## config.mk

```make
export PLATFORM = sky130hd
export DESIGN_NAME = dma_desc_fifo
export DESIGN_NICKNAME = d
export VERILOG_FILES = /design/src/rtl/dma_pkg.sv /design/src/rtl/dma_desc_fifo_mem.sv /design/src/rtl/dma_desc_fifo.sv
export SDC_FILE = /design/constraint.sdc
export NUM_CORES = 1
export LEC_CHECK = 0
export BUFFER_PORTS_ARGS = -buffer_cell sky130_fd_sc_hd__buf_2
export CAP_MARGIN = 30
export CORE_ASPECT_RATIO = 1.4
export CORE_MARGIN = 5
export CORE_UTILIZATION = 61
export DETAILED_ROUTE_END_ITERATION = 10
export PLACE_DENSITY = 0.84
export SETUP_SLACK_MARGIN = 0.02
export SYNTH_ARGS = -nofsm -noshare
export SYNTH_HDL_FRONTEND = slang
export SYNTH_SLANG_ARGS = --single-unit
```

## constraint.sdc

```tcl
create_clock -name clk -period 7.2 [get_ports clk]
set_input_delay 1.08 -clock clk [delete_from_list [all_inputs] [get_ports clk]]
set_output_delay 1.08 -clock clk [all_outputs]
set_load 0.05 [all_outputs]
```

## src/rtl/dma_pkg.sv

```systemverilog
// Shared DMA types: descriptor address/length, queue entry, channel state.
package dma_pkg;

    typedef logic [31:0] desc_addr_t;
    typedef logic [15:0] desc_num_t;

    localparam int DMA_DESC_FIFO_DEPTH = 4;

    typedef struct packed {
        desc_addr_t src;
        desc_addr_t dst;
        desc_num_t  len;
        logic       last;
    } desc_entry_t;

    typedef enum logic {
        CH_IDLE,
        CH_BUSY
    } ch_state_t;

endpackage

```

## src/rtl/dma_desc_fifo_mem.sv

```systemverilog
// Descriptor storage: DEPTH entries, one write port, one async read port.
module dma_desc_fifo_mem
    import dma_pkg::*;
#(
    parameter int DEPTH = 4,
    localparam int AW = $clog2(DEPTH)
) (
    input  logic          clk,
    input  logic          we,
    input  logic [AW-1:0] waddr,
    input  desc_entry_t   wdata,
    input  logic [AW-1:0] raddr,
    output desc_entry_t   rdata
);

    desc_entry_t mem_q [DEPTH];

    always_ff @(posedge clk) begin
        if (we) begin
            mem_q[waddr] <= wdata;
        end
    end

    assign rdata = mem_q[raddr];

endmodule

```

## src/rtl/dma_desc_fifo.sv

```systemverilog
// DMA descriptor queue with single-outstanding issue channel and irq logic.
// Optional same-cycle bypass into an empty queue: VENUSDMA_DESC_BYPASS_EN.
module dma_desc_fifo
    import dma_pkg::*;
#(
    parameter int DEPTH = DMA_DESC_FIFO_DEPTH
) (
    input  logic                 clk,
    input  logic                 rstn,
    input  logic                 push_i,
    input  logic                 push_last_i,
    input  desc_addr_t           push_src_i,
    input  desc_addr_t           push_dst_i,
    input  desc_num_t            push_len_i,
    output logic                 full_o,
    output logic                 empty_o,
    output logic [$clog2(DEPTH):0] count_o,
    output logic                 desc_valid_o,
    input  logic                 desc_ready_i,
    output desc_addr_t           desc_src_o,
    output desc_addr_t           desc_dst_o,
    output desc_num_t            desc_len_o,
    output logic                 desc_last_o,
    input  logic                 done_i,
    input  logic                 error_i,
    output logic                 busy_o,
    output logic                 irq_o,
    output logic                 ovf_o
);

    localparam int AW = $clog2(DEPTH);
    localparam int CW = AW + 1;
    localparam logic [CW-1:0] FULL_CNT = CW'(DEPTH);

    logic [AW-1:0] wr_ptr, rd_ptr;
    logic [CW-1:0] count_q;
    ch_state_t     state_q, state_d;
    logic          last_q, irq_q, ovf_q;
    desc_entry_t   push_e, head, out_e;
    logic          bypass, issue, pop_mem, flush, done_ok, push_ok, wr_en;

    assign push_e = '{src: push_src_i, dst: push_dst_i,
                      len: push_len_i, last: push_last_i};

    assign empty_o = (count_q == '0);
    assign full_o  = (count_q == FULL_CNT);
    assign count_o = count_q;
    assign busy_o  = (state_q == CH_BUSY);
    assign irq_o   = irq_q;
    assign ovf_o   = ovf_q;

`ifdef VENUSDMA_DESC_BYPASS_EN
    assign bypass = push_i && empty_o && !busy_o;
`else
    assign bypass = 1'b0;
`endif

    assign desc_valid_o = (!empty_o && !busy_o) || bypass;
    assign out_e = !desc_valid_o ? '0 : (bypass ? push_e : head);

    assign desc_src_o  = out_e.src;
    assign desc_dst_o  = out_e.dst;
    assign desc_len_o  = out_e.len;
    assign desc_last_o = out_e.last;

    assign issue   = desc_valid_o && desc_ready_i;
    assign pop_mem = issue && !bypass;
    assign flush   = error_i && busy_o;
    assign done_ok = done_i && busy_o;
    assign push_ok = push_i && !full_o && !flush;
    // A bypassed descriptor taken this cycle never touches storage
    assign wr_en   = push_ok && !(bypass && desc_ready_i);

    dma_desc_fifo_mem #(
        .DEPTH(DEPTH)
    ) u_mem (
        .clk  (clk),
        .we   (wr_en),
        .waddr(wr_ptr),
        .wdata(push_e),
        .raddr(rd_ptr),
        .rdata(head)
    );

    always_comb begin
        state_d = state_q;
        unique case (state_q)
            CH_IDLE: if (issue) state_d = CH_BUSY;
            CH_BUSY: if (flush || done_ok) state_d = CH_IDLE;
            default: state_d = CH_IDLE;
        endcase
    end

    always_ff @(posedge clk or negedge rstn) begin
        if (!rstn) begin
            state_q <= CH_IDLE;
            wr_ptr  <= '0;
            rd_ptr  <= '0;
            count_q <= '0;
            last_q  <= 1'b0;
            irq_q   <= 1'b0;
            ovf_q   <= 1'b0;
        end else begin
            state_q <= state_d;
            if (flush) begin
                wr_ptr  <= '0;
                rd_ptr  <= '0;
                count_q <= '0;
            end else begin
                if (wr_en) wr_ptr <= wr_ptr + AW'(1);
                if (pop_mem) rd_ptr <= rd_ptr + AW'(1);
                count_q <= count_q + CW'(wr_en) - CW'(pop_mem);
            end
            if (issue) last_q <= out_e.last;
            irq_q <= flush || (done_ok && last_q);
            if (push_i && full_o && !flush) ovf_q <= 1'b1;
        end
    end

endmodule

```

==> results of run 1 <==
worst register-to-register path, cell delays in order, from the launching register on:
cell	delay, ps
sky130_fd_sc_hd__dfrtp_1	520
sky130_fd_sc_hd__and2_0	320
sky130_fd_sc_hd__nor3_1	500
sky130_fd_sc_hd__and2_4	600
sky130_fd_sc_hd__buf_4	690
metal layers:
metal	wire length [um]	track usage (%)
met2	13300	37.9
met3	1610	4.18
met1	9060	24.9
met5	13	0
met4	704	6.03
path summary, 6_finish.rpt:
check / from / slack (ps) / end
max reg2reg: busy_o / 4130 / u_mem.mem_q[3][50]
max in group asynchronous: rstn / 6520 / rd_ptr[0]
max: rd_ptr[0] / 3230 / desc_dst_o[25]
min: rstn / 420 / wr_ptr[1]
min reg2reg: ovf_o / 480 / ovf_o
min in group clk: ovf_o / 480 / ovf_o
synth_stat cells (3+ instances only):
master	count	area (um^2)
sky130_fd_sc_hd__and2_1	87	544
sky130_fd_sc_hd__edfxtp_1	324	9730
sky130_fd_sc_hd__mux4_2	81	1820
sky130_fd_sc_hd__buf_6	7	78.8
sky130_fd_sc_hd__nand2_1	3	11.3
sky130_fd_sc_hd__nor2_1	4	15.0
sky130_fd_sc_hd__buf_2	4	20.0
sky130_fd_sc_hd__inv_1	7	26.3
sky130_fd_sc_hd__clkbuf_1	17	63.8
sky130_fd_sc_hd__a21oi_1	4	20.0
sky130_fd_sc_hd__dfrtp_1	11	275
sky130_fd_sc_hd__ha_1	6	75.1
registers in the layout (all words and copies together) (netlist names):
name / flops
busy_o: 1
count_o: 3
irq_o: 1
last_q: 1
ovf_o: 1
rd_ptr: 2
u_mem.mem_q: 324
wr_ptr: 2
kinds of logic after synthesis:
| logic type | count (synthesis) |
|---|---|
| flops | 335 |
| simple gates | 104 |
| mux | 83 |
| buf+inv | 35 |
| compound gates | 9 |
| fa+ha+maj | 7 |
| xor+xnor | 1 |
report_power, final:
group	switching [W]	internal, W	leakage, nW	total (W)
logic	0.00195	0.000902	1.71	0.00286
clock network	0.000633	0.000776	0.421	0.00141
registers	0.000165	0.00249	3.09	0.00266
layout by cell type, fill, tap and decap left out, types with 2 or more instances in the layout:
master / instances
sky130_fd_sc_hd__nor3_1: 2
sky130_fd_sc_hd__clkbuf_16: 29
sky130_fd_sc_hd__clkinv_1: 3
sky130_fd_sc_hd__buf_16: 4
sky130_fd_sc_hd__nand2_1: 3
sky130_fd_sc_hd__inv_1: 7
sky130_fd_sc_hd__clkinvlp_4: 2
sky130_fd_sc_hd__buf_4: 6
sky130_fd_sc_hd__nand3_1: 2
sky130_fd_sc_hd__and2_1: 83
sky130_fd_sc_hd__dfrtp_1: 9
sky130_fd_sc_hd__edfxtp_1: 324
sky130_fd_sc_hd__clkinv_2: 9
sky130_fd_sc_hd__mux4_2: 81
sky130_fd_sc_hd__clkbuf_1: 8
sky130_fd_sc_hd__a21oi_1: 4
sky130_fd_sc_hd__o21ai_0: 2
sky130_fd_sc_hd__and2_4: 4
sky130_fd_sc_hd__ha_1: 6
sky130_fd_sc_hd__nor2_1: 3
sky130_fd_sc_hd__dfrtp_4: 2
sky130_fd_sc_hd__buf_2: 176
per-stage QoR:
stage / utilization, % / setup slack (ps)
finish: 72.3 / 3230
global route: 72.3 / 3010
CTS: 72.3 / 3140
detailed placement: 68.1 / 3500
global placement: 67.6 / 3250
floorplan: - / 3190
final cells by class:
type	count	area [um^2]	area share [%]
Clock buffer	37	756	5.07
Clock inverter	15	101	0.679
Multi-Input combinational cell	204	2660	17.8
Antenna cell	1	2.50	0.0168
Inverter	7	26.3	0.176
Tap cell	256	320	2.15
Timing Repair Buffer	186	1040	6.95
Sequential cell	335	10000	67.1
==> impl_metrics.yaml, run 1 <==
global_routing:
  grt_pass1_wl_um: 38300
  antenna_violations_before_repair: 2
  globalRouteTotalUtil_pct: 20.7
  grt_pass1_vias: 6897
  maximum_number_of_pins_on_one_net_before_global_route_repair: 60
  grt-ovfl-total: 0
worst_hold_path:
  worstHoldPathType: "input port to async pin"
synthesis:
  main_combinational_cell_family_by_area_after_synthesis: "multiplexers"
  yosys.area_share.simple_pct: 5.00
  yosys.area_share.adder_pct: 0.741
  ys.warnings.count: 0
  synth_cell_area_um2: 12800
  muxShareOfSynthArea_pct: 14.4
  synth-main-ff-cell: "sky130_fd_sc_hd__edfxtp_1"
  synth_seq_cells: 335
  synth_cell_types: 28
  syn-instance-count: 574
  synthArstFlopShare_pct: 3.28
  synth_xor_xnor_area_share_pct: 0.0682
  synth_compound_gate_area_share_pct: 0.419
  syn-num-nets: 668
  synthesis.area_per_instance_um2: 22.4
  yosysSeqAreaShare_pct: 77.9
  synth_edf_count: 324
finish:
  area_growth_pct: 16.2
  layout.cells.non_filler: 1041
  fin_area_um2: 14900
  drive_gt1_share_pct: 40.8
  layout.filler_cells: 1224
  layout.nets: 857
setup_path:
  timing.critical_path.from_type: "register"
  critical_path.n_buffers_inverters: 2
  number_of_cells_on_the_critical_path: 4
  critical_path_arrival_ps: 2890
  critPathRequiredTime_ps: 6120
  path_delay_family: "buffers and inverters"
  cp_cell_sequence: "buf_4 > mux4_2 > and2_1 > buf_2"
  critPathSlowestCell: "sky130_fd_sc_hd__dfrtp_4"
  criticalPathCategory: "register to output port"
  endpoint_kind: "output port"
  r2r_cells: 4
  max_stage_delay_ps: 710
  timing.critical_path.fanout_max: 32
die:
  die_y_um: 182
  core_area_um2: 20600
  start_util_pct: 62.2
  fp-row-count: 62
  floorplan.die_area_um2: 24100
  die_w_um: 133
  design.portCount: 177
place:
  routabilityCongestion: 0.735
  hpwl_dp_um: 15400
  number_of_placed_cells_counting_well_taps: 988
  port_buffers: 176
  detailed_place.area_um2: 14100
cts:
  cts_buffers: 29
  tritoncts_num_sinks: 335
  htreeDepth: 1
  root_buffer: "sky130_fd_sc_hd__clkbuf_16"
  hold_buffers: 0
  cts.path.max_buffers: 3
  post_cts_resized: 0
  postCtsSetupRepairBufs: 0
  cts.reportedPaths.clkPinSlew_ps: 70
  tritoncts_clock_tree: "built"
  clkLatencyLatePin_ps: 530
timing:
  timing.final.max_slew_violations: 0
  final.setup_skew_ps: 9.06
  grt_setup_unrepaired: "false"
  timing.final.hold_violations: 0
  worst_hold_slack_across_all_endpoints_ps: 423
  tightest_slew_ps: 739
  setup-tns-final_ps: 0
  maxSlewHeadroom_pct: 50.8
  final.period_utilization_pct: 55.1
  max_freq_ghz: 0.252
  final.min_clock_period_ps: 3970
  setup_viol_count_final: 0
job:
  max_cap_viol_count: 0
drt:
  detail-route-antenna-nets: 0
  wire_per_inst_um: 23.7
  dr.pass1.iters: 5
  routed_wl_um: 24700
  drt-initial-drc-count: 482
  route.vias.total: 6215
  route.detailed.drc: 0
  viasPerCell: 5.97
power:
  total_power_w: 0.00692
  worst_ir_drop_vdd_mv: 0.380
  leakage_power_nw: 5.21
  power.density_cell_area_nw_per_um2: 464
status:
  outcome: "finished clean"
(Power assumes the default switching activity.)
==> run 2: changes to the inputs <==
- ABC_AREA: unset -> 1
- CORE_UTILIZATION: 61 -> 52
- PLACE_DENSITY: 0.84 -> 0.76
- clock period: 7.2 -> 3.6 ns (I/O delays scaled with it)
==> run 2 against run 1 <==
- die area up 20%
- total power rose by 110%
- cell area increased by 4.3%
- non-clock buffer count grew 8
- synthesized cell count grew 94%
- largest cell class unchanged
- combinational power is 120% higher
- clock power is 130% higher
- cell count is 56% higher
- critical path type unchanged
- worst setup slack worse by 2900 ps
- largest power group unchanged
==> impl_metrics.yaml, run 2 <==
die:
  core_area_um2: 25300
  die_w_um: 145
  floorplan.die_area_um2: 28900
  start_util_pct: 52.6
  die_y_um: 199
  fp-row-count: 69
  design.portCount: 177
synthesis:
  syn-instance-count: 1111
  synth-main-ff-cell: "sky130_fd_sc_hd__edfxtp_1"
  synthTopCellsByArea: "sky130_fd_sc_hd__edfxtp_1, sky130_fd_sc_hd__nand2_1, sky130_fd_sc_hd__nor2_1"
  synth_seq_cells: 335
  synth_edf_count: 324
  synth_cell_area_um2: 13300
  ys.warnings.count: 0
  synthArstFlopShare_pct: 3.28
  yosysMostFrequentCell: "sky130_fd_sc_hd__nand2_1"
  yosysTopAreaCellShare_pct: 73.1
  synthesis.area_per_instance_um2: 12.0
  synth_top_area_cell: "sky130_fd_sc_hd__edfxtp_1"
  yosysSeqAreaShare_pct: 75.2
  syn-num-nets: 1205
  synth_cell_types: 21
  yosys-top-cells-count: "sky130_fd_sc_hd__nand2_1, sky130_fd_sc_hd__edfxtp_1, sky130_fd_sc_hd__nor2_1"
setup_path:
  cp_cell_sequence: "buf_4 > nor2_1 > nor2_1 > o21ai_0 > a21oi_1 > buf_2"
  endpoint_kind: "output port"
  critical_path_arrival_ps: 2700
  max_stage_delay_ps: 810
  r2r_cells: 11
  critPathSlowestCell: "sky130_fd_sc_hd__dfrtp_4"
  critical_path.n_buffers_inverters: 2
  critPathRequiredTime_ps: 3060
  cell_repeated_most_along_the_worst_path: "sky130_fd_sc_hd__nor2_1"
  timing.critical_path.from_type: "register"
  number_of_cells_on_the_critical_path: 6
  timing.critical_path.fanout_max: 52
  path_delay_family: "flip-flops"
  criticalPathCategory: "register to output port"
drt:
  routed_wl_um: 27500
  viasPerCell: 5.23
  route.detailed.drc: 0
  drt-initial-drc-count: 470
  wire_per_inst_um: 16.9
  dr.pass1.iters: 5
  detail-route-antenna-nets: 0
  route.vias.total: 8500
timing:
  final.setup_skew_ps: 8.87
  max_freq_ghz: 0.308
  final.min_clock_period_ps: 3240
  tightest_slew_ps: 668
  timing.final.max_slew_violations: 0
  postLayoutSetupSlackWorst_ps: 356
  timing.final.hold_violations: 0
  setup_viol_count_final: 0
  final.period_utilization_pct: 90.1
  grt_setup_unrepaired: "false"
  maxSlewHeadroom_pct: 55.5
cts:
  cts_buffers: 30
  clkLatencyLatePin_ps: 540
  root_buffer: "sky130_fd_sc_hd__clkbuf_16"
  cts.reportedPaths.clkPinSlew_ps: 60
  tritoncts_clock_tree: "built"
  cts.path.max_buffers: 3
  htreeDepth: 1
  tritoncts_num_sinks: 335
  post_cts_resized: 0
finish:
  leading_cell_type_in_the_layout_fill_and_taps_excluded: "sky130_fd_sc_hd__nand2_1"
  largest_register_ffs: 324
  final_cell_mix: "sky130_fd_sc_hd__nand2_1, sky130_fd_sc_hd__edfxtp_1, sky130_fd_sc_hd__buf_2, sky130_fd_sc_hd__nor2_1, sky130_fd_sc_hd__a21oi_1"
  layout.cells.non_filler: 1624
  area_growth_pct: 16.9
  layout.nets: 1371
  top_register: "u_mem.mem_q"
  drive_gt1_share_pct: 19.2
  layout.filler_cells: 1925
  fin_area_um2: 15600
worst_hold_path:
  timing.hold.worst_path_depth: 2
  worstHoldPathType: "input port to register"
place:
  detailed_place.area_um2: 14500
  place_ws_ps: 985
  number_of_placed_cells_counting_well_taps: 1563
  port_buffers: 176
  routabilityCongestion: 0.756
  hpwl_dp_um: 16100
power:
  leakage_power_nw: 6.16
  worst_ir_drop_vdd_mv: 0.672
  power.density_cell_area_nw_per_um2: 956
job:
  max_cap_viol_count: 0
global_routing:
  globalRouteTotalUtil_pct: 18.4
  antenna_violations_before_repair: 5
  maximum_number_of_pins_on_one_net_before_global_route_repair: 88
  grt_pass1_vias: 8381
  grt_pass1_wl_um: 43000
  grt-ovfl-total: 0
status:
  outcome: "finished clean"
[run 2: changes by cell type after synthesis, sizes merged, moves of 3 or more]
cell / change
nand2: +342
nor2: +168
and2: -88
mux4: -81
o21ai: +79
a21oi: +77
buf: +34
inv: +13
nand3: +3
nor3: -3
[run 2: area by class of cell]
cell class	count	area, um^2	area share [%]
diodes	4	10.0	0.0644
inverters	20	80.1	0.515
flip-flops and latches	335	10000	64.4
multi-input cells	696	2950	19.0
well taps	319	399	2.57
clock buffers	38	842	5.41
repair buffers	194	1080	6.95
clock inverters	18	183	1.17
[run 2: worst paths after layout]
kind / from / to / slack (ps)
hold / removal: error_i / busy_o / 200
setup / recovery: rd_ptr[0] / desc_src_o[8] / 360
max in group asynchronous: rstn / rd_ptr[0] / 2920
min in group asynchronous: rstn / rd_ptr[1] / 440
setup reg to reg: busy_o / count_o[2] / 1210
hold reg to reg: ovf_o / ovf_o / 480
[run 2: kinds of logic (layout without fill, tap and decap cells)]
family	count (synthesis)	after routing	synth area share (%)
AND/OR/NAND/NOR	523	523	14.8
flip-flops	335	335	75.2
AO/OA/AOI/OAI	164	164	6.21
buffers and inverters	80	270	2.93
adder cells (fa/ha/maj)	7	7	0.715
XOR/XNOR	2	2	0.132
other	0	4	0
[run 2: stage by stage]
| stage | utilization (%) | total power [W] | TNS [ps] | hold WS, ps |
|---|---|---|---|---|
| final | 61.5 | 0.0149 | 0 | 205 |
| after global routing | 61.5 | 0.0157 | 0 | 182 |
| after detailed placement | 57.4 | 0.0118 | 0 | 426 |
| after global placement | 57.4 | 0.0117 | 0 | 423 |
| after CTS | 61.4 | 0.0150 | 0 | 181 |
| after floorplan | - | 0.0102 | -142770 | 244 |
[run 2: metal layers]
layer  track usage, %  wire, um  up-vias
met4             6.12       697        4
met3             3.92      1990       52
met1             22.2     10500     4034
met5                0        22        -
li1                 -         -     4136
met2             33.2     14200      274
[run 2: timing repair]
action | 4_1_cts | 5_1_grt
hold buffers | 1 | 0
setup buffers | 0 | 0
hold endpoints to repair | 11 | 0
[run 2: power breakdown]
| part | switching (W) | leakage (nW) | internal, W | total, W |
|---|---|---|---|---|
| combinational | 0.00501 | 2.57 | 0.00141 | 0.00643 |
| clock | 0.00132 | 0.508 | 0.00188 | 0.00319 |
| sequential | 0.000259 | 3.09 | 0.00500 | 0.00525 |
| total | 0.00659 | 6.16 | 0.00829 | 0.0149 |
==> run 3: changes to the inputs <==
- ABC_AREA: 1 -> unset
- CORE_UTILIZATION: 52 -> 51
- PLACE_DENSITY: 0.76 -> 0.75
==> run 3 against run 2 <==
- combinational power shrank 9.6%
- utilization shrank 0.22 points
- cell area shrank 2.5%
- global-route usage shrank 0.51 points
- first-iteration DRC count shrank 31%
- via count shrank 28%
- clock skew shrank 1.9 ps
- critical path depth shrank 2
==> impl_metrics.yaml, run 3 (synthesis gave the netlist of run 1 again) <==
setup_path:
  setup.worst_path.start: "rd_ptr[0]"
  criticalPathCategory: "register to output port"
  r2r_cells: 11
  r2r_end: "count_o[2]"
  endpoint_kind: "output port"
  rrSetupSlack_ps: 750
  timing.critical_path.from_type: "register"
  r2r_start: "busy_o"
  timing.critical_path.fanout_max: 22
  critPathRequiredTime_ps: 3060
  critical_path_arrival_ps: 2480
worst_hold_path:
  timing.hold.worst_path_depth: 1
  launch_point_of_the_worst_hold_path: "push_src_i[3]"
  whs_endpoint: "u_mem.mem_q[3][52]"
  worstHoldPathType: "input port to register"
timing:
  timing.final.max_slew_violations: 0
  maxSlewHeadroom_pct: 50.8
  grt_setup_unrepaired: "false"
  setup_viol_count_final: 0
  setup-tns-final_ps: 0
  final.min_clock_period_ps: 3020
  timing.final.hold_violations: 0
  tightest_slew_ps: 737
  final.period_utilization_pct: 83.9
  max_freq_ghz: 0.331
  final.setup_skew_ps: 7.01
power:
  share_comb_of_total_power_pct: 40.9
  power.density_cell_area_nw_per_um2: 937
  internal_power_w: 0.00865
  total_power_w: 0.0142
  power.switching_w: 0.00556
  worst_ir_drop_vdd_mv: 0.763
  leakage_power_nw: 5.30
  power.clock.fraction_pct: 22.2
  p_seq_share_pct: 36.9
  sw_ratio_pct: 39.1
die:
  design.portCount: 177
  floorplan.die_area_um2: 28500
  fp-row-count: 68
  die_y_um: 198
  die_w_um: 144
  start_util_pct: 51.9
  core_area_um2: 24800
drt:
  viasPerCell: 5.54
  wire_per_inst_um: 22.5
  route.detailed.drc: 0
  detail-route-antenna-nets: 0
  dr.pass1.iters: 6
  drt-initial-drc-count: 326
  routed_wl_um: 25000
  route.vias.total: 6153
finish:
  leading_cell_type_in_the_layout_fill_and_taps_excluded: "sky130_fd_sc_hd__edfxtp_1"
  largest_register_ffs: 324
  area_growth_pct: 18.1
  layout.nets: 865
  antenna_cells_inserted: 0
  drive_gt1_share_pct: 41.1
  fin_area_um2: 15200
  top_register: "u_mem.mem_q"
  final_cell_mix: "sky130_fd_sc_hd__edfxtp_1, sky130_fd_sc_hd__buf_2, sky130_fd_sc_hd__and2_1, sky130_fd_sc_hd__mux4_2, sky130_fd_sc_hd__clkbuf_16"
cts:
  root_buffer: "sky130_fd_sc_hd__clkbuf_16"
  tritoncts_clock_tree: "built"
  cts.reportedPaths.clkPinSlew_ps: 60
  clkLatencyLatePin_ps: 540
  htreeDepth: 1
  cts.path.max_buffers: 3
  post_cts_resized: 0
  tritoncts_num_sinks: 335
  cts_buffers: 30
  postCtsSetupRepairBufs: 0
global_routing:
  grt_pass1_wl_um: 39100
  antenna_violations_before_repair: 2
  grt-ovfl-total: 0
  maximum_number_of_pins_on_one_net_before_global_route_repair: 52
  grt_pass1_vias: 6930
  globalRouteTotalUtil_pct: 17.9
place:
  port_buffers: 176
  detailed_place.area_um2: 14200
  routabilityCongestion: 0.739
  hpwl_dp_um: 15700
status:
  outcome: "finished clean"
job:
  max_cap_viol_count: 0
run 3: cell count changes in the layout (fill, tap and decap cells not counted), moves of 11 or more:
| cell | before | now |
|---|---|---|
| sky130_fd_sc_hd__and2_1 | 0 | 83 |
| sky130_fd_sc_hd__mux4_2 | 0 | 81 |
| sky130_fd_sc_hd__inv_1 | 18 | 7 |
| sky130_fd_sc_hd__nand2_1 | 344 | 3 |
| sky130_fd_sc_hd__o21ai_0 | 71 | 2 |
| sky130_fd_sc_hd__a21oi_1 | 81 | 4 |
| sky130_fd_sc_hd__nor2_1 | 168 | 3 |
run 3: worst max path at each step:
stage	endpoint	slack [ps]	cells after the start
floorplan	desc_src_o[22]	450	4
global placement	count_o[2]	800	12
detailed placement	count_o[2]	620	12
CTS	desc_src_o[24]	510	4
global route	desc_len_o[0]	420	4
finish	desc_src_o[27]	580	4
run 3: power groups by stage:
stage	Clock, W	Sequential (W)	Combinational, W
floorplan	0	0.00529	0.00445
global placement	0	0.00534	0.00572
detailed placement	0	0.00532	0.00590
CTS	0.00322	0.00524	0.00593
global route	0.00340	0.00529	0.00617
finish	0.00316	0.00524	0.00581
run 3: cell type report:
cell class                 count  area [um^2]
multi-input combinational    204         2660
clock inverter                22          205
timing repair buffer         193         1080
tap                          315          394
inverter                       7         26.3
clock buffer                  34          787
sequential                   335        10000
fill                        1689         9590
run 3: worst max-delay path: stages, from the launching register on:
cell and delay [ps]:
sky130_fd_sc_hd__dfrtp_4 550, sky130_fd_sc_hd__buf_4 430, sky130_fd_sc_hd__mux4_2 570, sky130_fd_sc_hd__and2_1 170, sky130_fd_sc_hd__buf_2 210
run 3: what timing repair did:
action,in CTS,in global routing
hold endpoints to repair,11,0
endpoints found under the setup margin,0,0
hold buffers,1,0
run 3: through the flow:
stage	setup WS [ps]	hold WS [ps]	utilization [%]	cells
floorplan	453	244	-	574
detailed placement	624	429	57.2	1053
global placement	804	416	57.1	1052
CTS	506	186	61.3	1110
finish	581	214	61.3	1110
global route	415	194	61.3	1110
run 3: routing by layer:
layer / share of wire (%) / GRT usage, % / up-vias
met5: 0.10 / 0 / -
met1: 37 / 22.5 / 3178
li1: - / - / 2719
met2: 53 / 31.3 / 190
met3: 6.8 / 4.06 / 62
met4: 2.9 / 5.13 / 4
